<file path="config.mk">
export PLATFORM = sky130hd
export DESIGN_NAME = decode_stage_pipe_flat
export DESIGN_NICKNAME = d
export VERILOG_FILES = /design/src/rtl/decode_stage_pipe_pkg.sv /design/src/rtl/decode_stage_pipe_if.sv /design/src/rtl/decode_stage_pipe_load_scoreboard.sv /design/src/rtl/decode_stage_pipe.sv /design/src/flat_wrapper.sv
export SDC_FILE = /design/constraint.sdc
export NUM_CORES = 1
export LEC_CHECK = 0
export ABC_AREA = 1
export CAP_MARGIN = 20
export CORE_MARGIN = 2
export CORE_UTILIZATION = 30
export CTS_BUF_LIST = sky130_fd_sc_hd__clkbuf_8
export DETAILED_ROUTE_END_ITERATION = 7
export PLACE_DENSITY = 0.54
export SETUP_SLACK_MARGIN = 0.02
export SLEW_MARGIN = 20
export SYNTH_ARGS = -nofsm -noshare
export SYNTH_HDL_FRONTEND = slang
export SYNTH_SLANG_ARGS = --single-unit
</file>
<file path="constraint.sdc">
create_clock -name clock -period 5.6 [get_ports clock]
set_clock_uncertainty 0.05 [all_clocks]
set_input_delay 0.56 -clock clock [delete_from_list [all_inputs] [get_ports clock]]
set_output_delay 0.56 -clock clock [all_outputs]
set_load 0.01 [all_outputs]
</file>
<file path="src/rtl/decode_stage_pipe_pkg.sv">
// Shared ISA definitions for the decode stage: field geometry, opcode
// encodings, second-source selection helpers and the load scoreboard entry.
// Imported by the interface, the top and the scoreboard.
package decode_stage_pipe_pkg;

  // Opcode and register fields define the ISA encoding, so their widths live here.
  localparam int OPC_W = 5;
  localparam int REG_W = 5;

  // Default datapath geometry.
  localparam int INSN_W_DEF   = 32;
  localparam int IMM_W_DEF    = 17;
  localparam int DATA_W_DEF   = 32;
  localparam int LOAD_LAT_DEF = 2;

  // Field offsets, counted down from the instruction MSB.
  localparam int RD_OFS = OPC_W;
  localparam int RS_OFS = OPC_W + REG_W;
  localparam int RT_OFS = OPC_W + 2 * REG_W;

  typedef logic [OPC_W-1:0] opc_t;
  typedef logic [REG_W-1:0] reg_t;

  localparam opc_t OP_LW  = 5'b00011;
  localparam opc_t OP_SW  = 5'b00100;
  localparam opc_t OP_BEQ = 5'b10101;
  localparam opc_t OP_BNE = 5'b10110;

  // One pending-load slot: valid bit and destination register.
  typedef struct packed {
    logic v;
    reg_t dest;
  } sb_ent_t;

  // Opcodes whose rt field carries immediate bits, so the second register is rd.
  function automatic logic rt_from_rd(input opc_t opc);
    return opc inside {[5'b00001:5'b01000], 5'b10101, 5'b10110};
  endfunction

  // Second register is read when it comes from the real rt field, or when
  // stores and branches read rd as data/comparand.
  function automatic logic src_rt(input opc_t opc);
    return !rt_from_rd(opc) || (opc inside {OP_SW, OP_BEQ, OP_BNE});
  endfunction

endpackage

</file>
<file path="src/rtl/decode_stage_pipe_if.sv">
// Handshake bundle around the decode stage: instruction input side, decoded
// output side, flush and hazard. master = upstream/downstream environment,
// slave = the decode stage itself.
interface decode_stage_pipe_if
#(
  parameter int INSN_W = decode_stage_pipe_pkg::INSN_W_DEF,
  parameter int DATA_W = decode_stage_pipe_pkg::DATA_W_DEF
);
  import decode_stage_pipe_pkg::*;

  logic              flush;
  logic              in_valid;
  logic              in_ready;
  logic [INSN_W-1:0] in_insn;
  logic              out_valid;
  logic              out_ready;
  opc_t              out_opcode;
  reg_t              out_rd;
  reg_t              out_rs;
  reg_t              out_rt;
  logic [DATA_W-1:0] out_imm;
  logic              out_is_load;
  logic              hazard;

  modport master (
    output flush, in_valid, in_insn, out_ready,
    input  in_ready, out_valid, out_opcode, out_rd, out_rs, out_rt, out_imm,
           out_is_load, hazard
  );

  modport slave (
    input  flush, in_valid, in_insn, out_ready,
    output in_ready, out_valid, out_opcode, out_rd, out_rs, out_rt, out_imm,
           out_is_load, hazard
  );

endinterface

</file>
<file path="src/rtl/decode_stage_pipe_load_scoreboard.sv">
// Load-use scoreboard: shift register of issued load destinations, matched
// against the sources of the instruction waiting at the decode input.
// Ports: advance (downstream ready), push/push_dest (load leaving the stage),
// held (load sitting in the output register), req/rs/rt/rt_src (candidate), hazard.
module load_scoreboard
  import decode_stage_pipe_pkg::*;
#(
  parameter int LOAD_LAT = LOAD_LAT_DEF
) (
  input  logic    clock,
  input  logic    reset,
  input  logic    advance,
  input  logic    push,
  input  reg_t    push_dest,
  input  sb_ent_t held,
  input  logic    req,
  input  reg_t    rs,
  input  reg_t    rt,
  input  logic    rt_src,
  output logic    hazard
);

  // A load already blocks while it waits in the output register; that slot is
  // the first of its LOAD_LAT pending cycles, so only LOAD_LAT-1 more are stored.
  localparam int DEPTH = (LOAD_LAT > 1) ? LOAD_LAT - 1 : 1;

  sb_ent_t ent [DEPTH];
  logic    pend;

  function automatic logic hit(input sb_ent_t e, input reg_t s1, input reg_t s2,
                               input logic s2_used);
    // r0 is hardwired, so a load targeting it never creates a dependency.
    return e.v && (e.dest != '0) && ((e.dest == s1) || (s2_used && (e.dest == s2)));
  endfunction

  always_ff @(posedge clock) begin
    if (reset) begin
      for (int i = 0; i < DEPTH; i++) ent[i] <= '0;
    end else if (advance) begin
      ent[0] <= '{v: push, dest: push_dest};
      for (int i = 1; i < DEPTH; i++) ent[i] <= ent[i-1];
    end
  end

  always_comb begin
    pend = hit(held, rs, rt, rt_src);
    if (LOAD_LAT > 1) begin
      for (int i = 0; i < DEPTH; i++) pend = pend | hit(ent[i], rs, rt, rt_src);
    end
  end

  assign hazard = req & pend;

endmodule

</file>
<file path="src/rtl/decode_stage_pipe.sv">
// Registered decode stage: splits an instruction into opcode/rd/rs/rt/imm and stalls on load-use hazards.
// Latency 1 cycle from in_fire to out_valid; output register held while out_valid & ~out_ready.
// Backpressure: in_ready drops on downstream stall, hazard or flush; a hazard inserts bubbles.
// Ports: clock, reset (sync, active-high), bus (slave): flush, in_valid/in_ready/in_insn,
// out_valid/out_ready, out_opcode/out_rd/out_rs/out_rt/out_imm/out_is_load, hazard.
module decode_stage_pipe
  import decode_stage_pipe_pkg::*;
#(
  parameter int INSN_W   = INSN_W_DEF,
  parameter int IMM_W    = IMM_W_DEF,
  parameter int DATA_W   = DATA_W_DEF,
  parameter int LOAD_LAT = LOAD_LAT_DEF
) (
  input logic           clock,
  input logic           reset,
  decode_stage_pipe_if.slave bus
);

  opc_t              dec_opcode;
  reg_t              dec_rd;
  reg_t              dec_rs;
  reg_t              dec_rt_field;
  reg_t              dec_rt;
  logic              dec_rt_src;
  logic [DATA_W-1:0] dec_imm;

  logic              valid_q;
  opc_t              opcode_q;
  reg_t              rd_q;
  reg_t              rs_q;
  reg_t              rt_q;
  logic [DATA_W-1:0] imm_q;
  logic              is_load_q;

  logic              hazard;
  logic              in_ready;
  logic              in_fire;

  assign dec_opcode   = bus.in_insn[INSN_W-1 -: OPC_W];
  assign dec_rd       = bus.in_insn[INSN_W-1-RD_OFS -: REG_W];
  assign dec_rs       = bus.in_insn[INSN_W-1-RS_OFS -: REG_W];
  assign dec_rt_field = bus.in_insn[INSN_W-1-RT_OFS -: REG_W];
  assign dec_rt       = rt_from_rd(dec_opcode) ? dec_rd : dec_rt_field;
  assign dec_rt_src   = src_rt(dec_opcode);
  assign dec_imm      = {{(DATA_W-IMM_W){bus.in_insn[IMM_W-1]}}, bus.in_insn[IMM_W-1:0]};

  assign in_ready = (~valid_q | bus.out_ready) & ~hazard & ~bus.flush;
  assign in_fire  = bus.in_valid & in_ready;

  always_ff @(posedge clock) begin
    if (reset) begin
      valid_q   <= 1'b0;
      opcode_q  <= '0;
      rd_q      <= '0;
      rs_q      <= '0;
      rt_q      <= '0;
      imm_q     <= '0;
      is_load_q <= 1'b0;
    end else begin
      if (bus.flush)          valid_q <= 1'b0;
      else if (in_fire)       valid_q <= 1'b1;
      else if (bus.out_ready) valid_q <= 1'b0;
      if (in_fire) begin
        opcode_q  <= dec_opcode;
        rd_q      <= dec_rd;
        rs_q      <= dec_rs;
        rt_q      <= dec_rt;
        imm_q     <= dec_imm;
        is_load_q <= (dec_opcode == OP_LW);
      end
    end
  end

  // A flushed load never issued, so it must not occupy a scoreboard slot.
  load_scoreboard #(.LOAD_LAT(LOAD_LAT)) u_sb (
    .clock     (clock),
    .reset     (reset),
    .advance   (bus.out_ready),
    .push      (valid_q & is_load_q & ~bus.flush),
    .push_dest (rd_q),
    .held      ('{v: valid_q & is_load_q, dest: rd_q}),
    .req       (bus.in_valid),
    .rs        (dec_rs),
    .rt        (dec_rt),
    .rt_src    (dec_rt_src),
    .hazard    (hazard)
  );

  assign bus.in_ready    = in_ready;
  assign bus.hazard      = hazard;
  assign bus.out_valid   = valid_q;
  assign bus.out_opcode  = opcode_q;
  assign bus.out_rd      = rd_q;
  assign bus.out_rs      = rs_q;
  assign bus.out_rt      = rt_q;
  assign bus.out_imm     = imm_q;
  assign bus.out_is_load = is_load_q;

endmodule
</file>
<file path="src/flat_wrapper.sv">
// flat-port wrapper written by rule: the top's interface ports become plain ports
module decode_stage_pipe_flat import decode_stage_pipe_pkg::*;
#(
  parameter int INSN_W   = INSN_W_DEF,
  parameter int IMM_W    = IMM_W_DEF,
  parameter int DATA_W   = DATA_W_DEF,
  parameter int LOAD_LAT = LOAD_LAT_DEF
)
  (clock, reset, bus_flush, bus_in_valid, bus_in_insn, bus_out_ready, bus_in_ready, bus_out_valid, bus_out_opcode, bus_out_rd, bus_out_rs, bus_out_rt, bus_out_imm, bus_out_is_load, bus_hazard);
  decode_stage_pipe_if #(.INSN_W(INSN_W), .DATA_W(DATA_W)) bus_i ();
  input logic clock;
  input logic reset;
  input wire logic [$bits(bus_i.flush)-1:0] bus_flush;
  input wire logic [$bits(bus_i.in_valid)-1:0] bus_in_valid;
  input wire logic [$bits(bus_i.in_insn)-1:0] bus_in_insn;
  input wire logic [$bits(bus_i.out_ready)-1:0] bus_out_ready;
  output wire logic [$bits(bus_i.in_ready)-1:0] bus_in_ready;
  output wire logic [$bits(bus_i.out_valid)-1:0] bus_out_valid;
  output wire logic [$bits(bus_i.out_opcode)-1:0] bus_out_opcode;
  output wire logic [$bits(bus_i.out_rd)-1:0] bus_out_rd;
  output wire logic [$bits(bus_i.out_rs)-1:0] bus_out_rs;
  output wire logic [$bits(bus_i.out_rt)-1:0] bus_out_rt;
  output wire logic [$bits(bus_i.out_imm)-1:0] bus_out_imm;
  output wire logic [$bits(bus_i.out_is_load)-1:0] bus_out_is_load;
  output wire logic [$bits(bus_i.hazard)-1:0] bus_hazard;
  assign bus_i.flush = bus_flush;
  assign bus_i.in_valid = bus_in_valid;
  assign bus_i.in_insn = bus_in_insn;
  assign bus_i.out_ready = bus_out_ready;
  assign bus_in_ready = bus_i.in_ready;
  assign bus_out_valid = bus_i.out_valid;
  assign bus_out_opcode = bus_i.out_opcode;
  assign bus_out_rd = bus_i.out_rd;
  assign bus_out_rs = bus_i.out_rs;
  assign bus_out_rt = bus_i.out_rt;
  assign bus_out_imm = bus_i.out_imm;
  assign bus_out_is_load = bus_i.out_is_load;
  assign bus_hazard = bus_i.hazard;
  decode_stage_pipe #(.INSN_W(INSN_W), .IMM_W(IMM_W), .DATA_W(DATA_W), .LOAD_LAT(LOAD_LAT)) u_core (.clock(clock), .reset(reset), .bus(bus_i));
endmodule
</file>
# == After elaboration in Yosys (flattened, before gate mapping) ==
# Memory sizes are Yosys's and may differ from the RTL's.
# Index checks and enable logic that the tools add are counted.
# totals
reg_bits,39
mem_bits_rw,6
inputBits,37
output_inout_bits,56
word_cells,57
memories,1
# mem_list
memory,depth,width,rd,rd_clocked_by_memory_dff,wr,line,rtl
u_core.u_sb.ent,1,6,1,0,1,decode_stage_pipe_load_scoreboard.sv:27,sb_ent_t ent [DEPTH];
# op_classes
order_cmp,2
n_eq_ne,8
muxes,10
bitwise,11
reduce_logical,18
# op_table
op,n
5-bit equality test,4
5-bit equality test (second input constant),2
5-bit nonzero test,2
1-bit 2-to-1 mux,8
1-bit logical AND,7
1-bit AND,6
6-bit 2-to-1 mux,1
3-bit nonzero test,2
6-bit OR reduction,1
5-bit by 2-bit equality test with 1-bit output (second input constant),1
5-bit by 3-bit equality test with 1-bit output (second input constant),1
5-bit by 1-bit >= comparator with 1-bit output (second input constant),1
5-bit by 4-bit <= comparator with 1-bit output (second input constant),1
5-bit 2-to-1 mux,1
1-bit logical OR,3
1-bit inverter,3
1-bit OR,2
2-bit nonzero test,1
2-bit OR reduction,1
1-bit logical NOT,1

# == Longest topological paths before layout ==
# depth
ltp_word,15
depth_mapped,18
mapped_depth_nobuf,17

# == By module ==
# Synthesis repeated with hierarchy kept, for this count alone.
# hier_totals
hier_cells,353
area_unflattened_um2,2563.7
# modules_own_cells
module,instances,cells_each,area_per_inst_um2,seq_area_each_um2
decode_stage_pipe,1,233,1924.3,780.7
load_scoreboard,1,120,639.4,180.2

# == Worst setup path before layout ==
# OpenSTA, ideal clock, no wires.
# synth_timing
path_type,in2out
start,in bus_in_insn[31]
end,out bus_in_ready
t_arrival_ns,2.047
required_time_ns,4.990
path_slack_ns,2.943
stages,13
path_cell_list,or2_1 -> nand2_1 -> nand2_4 -> nand2_4 -> nand2_1 -> nand2_2 -> nor2_1 -> nor2_1 -> nand3_1 -> nand2_1 -> nand2_1 -> a21boi_0 -> nor3_1
# synth_between
elab_chain_cells,13
elab_cells_between_ends,24
# synth_rtl
element,line,rtl
from (decl),flat_wrapper.sv:15,input wire logic [$bits(bus_i.in_insn)-1:0] bus_in_insn;
5-bit by 1-bit >= comparator with 1-bit output or 5-bit by 4-bit <= comparator with 1-bit output (tied branches),decode_stage_pipe_pkg.sv:37,"return opc inside {[5'b00001:5'b01000], 5'b10101, 5'b10110};"
1-bit logical AND,decode_stage_pipe_pkg.sv:37,
3-bit nonzero test,decode_stage_pipe_pkg.sv:37,
5-bit 2-to-1 mux or 1-bit logical NOT (tied branches),"decode_stage_pipe.sv:43, decode_stage_pipe_pkg.sv:43",
5-bit equality test or 1-bit logical OR (tied branches),"decode_stage_pipe_load_scoreboard.sv:33, decode_stage_pipe_pkg.sv:43",
1-bit logical AND,decode_stage_pipe_load_scoreboard.sv:33,return e.v && (e.dest != '0) && ((e.dest == s1) || (s2_used && (e.dest == s2)));
1-bit logical OR,decode_stage_pipe_load_scoreboard.sv:33,
1-bit logical AND,decode_stage_pipe_load_scoreboard.sv:33,
1-bit OR *,decode_stage_pipe_load_scoreboard.sv:48,"for (int i = 0; i < DEPTH; i++) pend = pend | hit(ent[i], rs, rt, rt_src);"
1-bit AND *,decode_stage_pipe_load_scoreboard.sv:52,assign hazard = req & pend;
via bus_hazard,flat_wrapper.sv:25,output wire logic [$bits(bus_i.hazard)-1:0] bus_hazard;
1-bit inverter *,decode_stage_pipe.sv:47,assign in_ready = (~valid_q | bus.out_ready) & ~hazard & ~bus.flush;
1-bit AND * (2 in series),decode_stage_pipe.sv:47,
to (decl),flat_wrapper.sv:17,output wire logic [$bits(bus_i.in_ready)-1:0] bus_in_ready;
# Mark *: on every way through the listed nets, which the timed path passes. The rest lies on a longest branch.

# == Worst setup path in the final report ==
# layout_timing
start,in bus_in_insn[31]
end,out bus_hazard
# layout_between
elab_chain_cells,10
elab_cells_between_ends,21
# layout_rtl
element,line
5-bit by 1-bit >= comparator with 1-bit output or 5-bit by 4-bit <= comparator with 1-bit output (tied branches),decode_stage_pipe_pkg.sv:37
1-bit logical AND,decode_stage_pipe_pkg.sv:37
3-bit nonzero test,decode_stage_pipe_pkg.sv:37
5-bit 2-to-1 mux or 1-bit logical NOT (tied branches),"decode_stage_pipe.sv:43, decode_stage_pipe_pkg.sv:43"
5-bit equality test or 1-bit logical OR (tied branches),"decode_stage_pipe_load_scoreboard.sv:33, decode_stage_pipe_pkg.sv:43"
1-bit logical AND,decode_stage_pipe_load_scoreboard.sv:33
1-bit logical OR,decode_stage_pipe_load_scoreboard.sv:33
1-bit logical AND,decode_stage_pipe_load_scoreboard.sv:33
1-bit OR *,decode_stage_pipe_load_scoreboard.sv:48
1-bit AND *,decode_stage_pipe_load_scoreboard.sv:52
to (decl),flat_wrapper.sv:25
# Every way passes the cells marked *; elsewhere a longest branch is shown, timed or not.

==> results.json <==
{
  "gr-total-overflow": 0,
  "required_ns": 4.99,
  "drc_errors": 0,
  "fp.dieW_um": 95.6,
  "cp_cell_sequence": "clkdlybuf4s50_1 -> or2_1 -> nand2_1 -> nand2_4 -> nand2_4 -> nand2_1 -> nand3_1 -> nand2_1 -> nor2_1 -> nand3_1 -> nand2_1 -> nand2_1 -> a21boi_0 -> clkdlybuf4s50_1",
  "hold_path.class": "register to register",
  "grt_pass1_wl_um": 10800,
  "busiest_layer": "met2",
  "fin_crit_ns": 3.79,
  "yosys.area.top_type": "dfxtp_1",
  "rrSetupSlack_ns": 3.32,
  "syn_area_sq_mm": 0.00252,
  "status": "complete, no violations",
  "tns_ns": 0,
  "grt_pass1_vias": 2251,
  "rows": 33,
  "post_cts_buffers": 0,
  "finalSetupViolations": 0,
  "clkLatencyLatePin_ns": 0.30,
  "worstPathMaxFanout": 9,
  "netlist_top_cells_count": "nand2_1 (118), nor2_1 (98), inv_1 (61), dfxtp_1 (39), nand3_1 (22)",
  "ctsResizeCount": 0,
  "start_util_pct": 30.8,
  "multi_input_area_sq_mm": 0.00114,
  "synthArstFlopShare_pct": 0,
  "via_per_inst": 4.29,
  "antenna_found_initial": 0,
  "synthFlopType": "dfxtp_1",
  "holdCritStartpoint": "u_core.bus.out_opcode[2]",
  "maxCapViolCount": 0,
  "fmax_ghz": 0.264,
  "end_kind": "output port",
  "yosys.cell_types.count": 30,
  "hold_depth": 4,
  "dieArea_sq_mm": 0.00914,
  "grt_max_degree": 78,
  "routed_wl_um": 6680,
  "nets": 511,
  "use_met2_pct": 24.8,
  "core_area_sq_mm": 0.00818,
  "drive_gt1_share_pct": 3.37,
  "power_density_mw_per_mm2": 221,
  "rsz0062_at_grt": "no",
  "hold_viol": 0,
  "r2r_end": "u_core.bus.out_opcode[3]",
  "holdPathEnd": "u_core.bus.out_opcode[2]",
  "clockRootBuffer": "clkbuf_8",
  "post-dp-hpwl_um": 4920,
  "reg2reg_depth": 10,
  "clk_path_buf_depth": 2,
  "gp_congestion": 0.889,
  "grt_use_met3_pct": 4.43,
  "numPortBuffers": 92,
  "track_usage_pct": 15.1,
  "dpl_cell_area_sq_mm": 0.00339,
  "cts_tree": "yes",
  "synth_area_leaders": "dfxtp_1 (31%), nand2_1 (18%), nor2_1 (15%), inv_1 (9.1%), edfxtp_1 (7.2%)",
  "htree_levels": 2,
  "clk_pin_slew_ns": 0.09,
  "r2r_start": "u_core.u_sb.ent[0][4]",
  "synth.most_common_cell": "nand2_1",
  "critical_path_class": "input port to output port",
  "tightest_slew_ns": 0.539,
  "cts_sinks": 45,
  "leakagePower_uw": 0.00169,
  "layout.cells.non_filler": 580,
  "die_height_um": 95.6,
  "relSlewSlack_pct": 64.0,
  "syn_area_per_cell_sq_um": 6.29,
  "seq_area_frac_synth_pct": 38.2,
  "yosys.area.top_type_share_pct": 31.0,
  "slowest_stage": "clkdlybuf4s50_1",
  "ir_drop_mv": 0.100,
  "synth_enable_flop_cells": 6,
  "ff_latch_area_sq_um": 961,
  "cts_made_buffers": 5,
  "yosysWarnings": 0,
  "startpoint_type": "input port",
  "first_pass_iters": 4,
  "io_pins": 93,
  "fillers": 881,
  "grt.met1_usage_pct": 19.5,
  "dr.first_iter.drc_count": 114,
  "stdcell_area_sq_mm": 0.00350,
  "syn_inst": 400,
  "slew_violations": 0,
  "fin_hold_ws_ns": 0.464,
  "hold_buffers": 0,
  "wl_per_cell_um": 11.5,
  "crit_path_frequent_cell": "nand2_1",
  "syn_to_final_growth_pct": 38.9,
  "cpPeakStageDelay_ns": 0.63,
  "diodes": 0,
  "arrival_ns": 3.18,
  "final_util_pct": 42.8,
  "synth.ff_latch_count": 45,
  "vias": 2490,
  "detail-route-antenna-nets": 0,
  "dpl.cell_count": 571,
  "fin_crit_sh_pct": 67.7,
  "syn_nets": 437
}
==> registers in the layout, indices dropped and copies added (netlist names) <==
| name | cells |
|---|---|
| u_core.bus.out_imm | 17 |
| u_core.bus.out_is_load | 1 |
| u_core.bus.out_opcode | 5 |
| u_core.bus.out_rd | 5 |
| u_core.bus.out_rs | 5 |
| u_core.bus.out_rt | 5 |
| u_core.bus.out_valid | 1 |
| u_core.u_sb.ent | 6 |
==> layout by cell type (no fill, tap or decap), types with 2 or more instances in the layout <==
cell,instances
nand3_1,22
nand2_1,118
nor2_1,98
inv_1,62
xnor2_1,3
edfxtp_1,6
nor3_1,2
clkdlybuf4s50_1,92
nand2_4,2
dfxtp_1,39
o22ai_1,3
nor4_1,2
nand2_2,3
clkbuf_8,5
==> cell families after synthesis <==
family                 synth area share (%)
buffers and inverters                  16.7
XOR/XNOR                               1.04
flip-flops                             38.2
AND/OR/NAND/NOR                        41.2
AO/OA/AOI/OAI                          2.88
==> metrics by stage <==
step                total power, uW  setup slack [ns]
global route                    823              1.55
finish                          772              1.81
CTS                             787              1.80
floorplan                       487              2.94
global placement                582              1.83
detailed placement              583              1.81
==> routing by layer <==
metal  routed length [um]  vias up
li1                     -     1330
met4                   76        0
met5                    0        -
met2                 3030       82
met3                  467        7
met1                 3100     1071
==> critical path, delay by kind of cell <==
kind,cells,cell delay (ns)
simple gates,11,1.17
compound gates,1,0.33
buf+inv,2,1.11
==> how the worst max path moves through the flow <==
stage | start | end | slack [ns] | cells after the start
after floorplan | bus_in_insn[31] | bus_in_ready | 2.94 | 13
after global placement | bus_in_insn[27] | bus_hazard | 1.83 | 15
after detailed placement | bus_in_insn[31] | bus_hazard | 1.81 | 15
after CTS | bus_in_insn[31] | bus_hazard | 1.80 | 15
after global routing | bus_in_insn[31] | bus_hazard | 1.55 | 15
final | bus_in_insn[31] | bus_hazard | 1.81 | 14
==> final cells by class <==
cell class	count	area share, %
multi-input combinational	267	32.7
clock buffer	5	1.97
sequential	45	27.5
inverter	61	6.55
tap	105	3.76
clock inverter	3	0.429
timing repair buffer	94	27.1
==> power breakdown <==
group	switching, uW	internal, uW	leakage [uW]
sequential	16.0	349	0.000388
combinational	104	105	0.00126
clock	112	84.9	0.0000430
(Power assumes the default switching activity.)
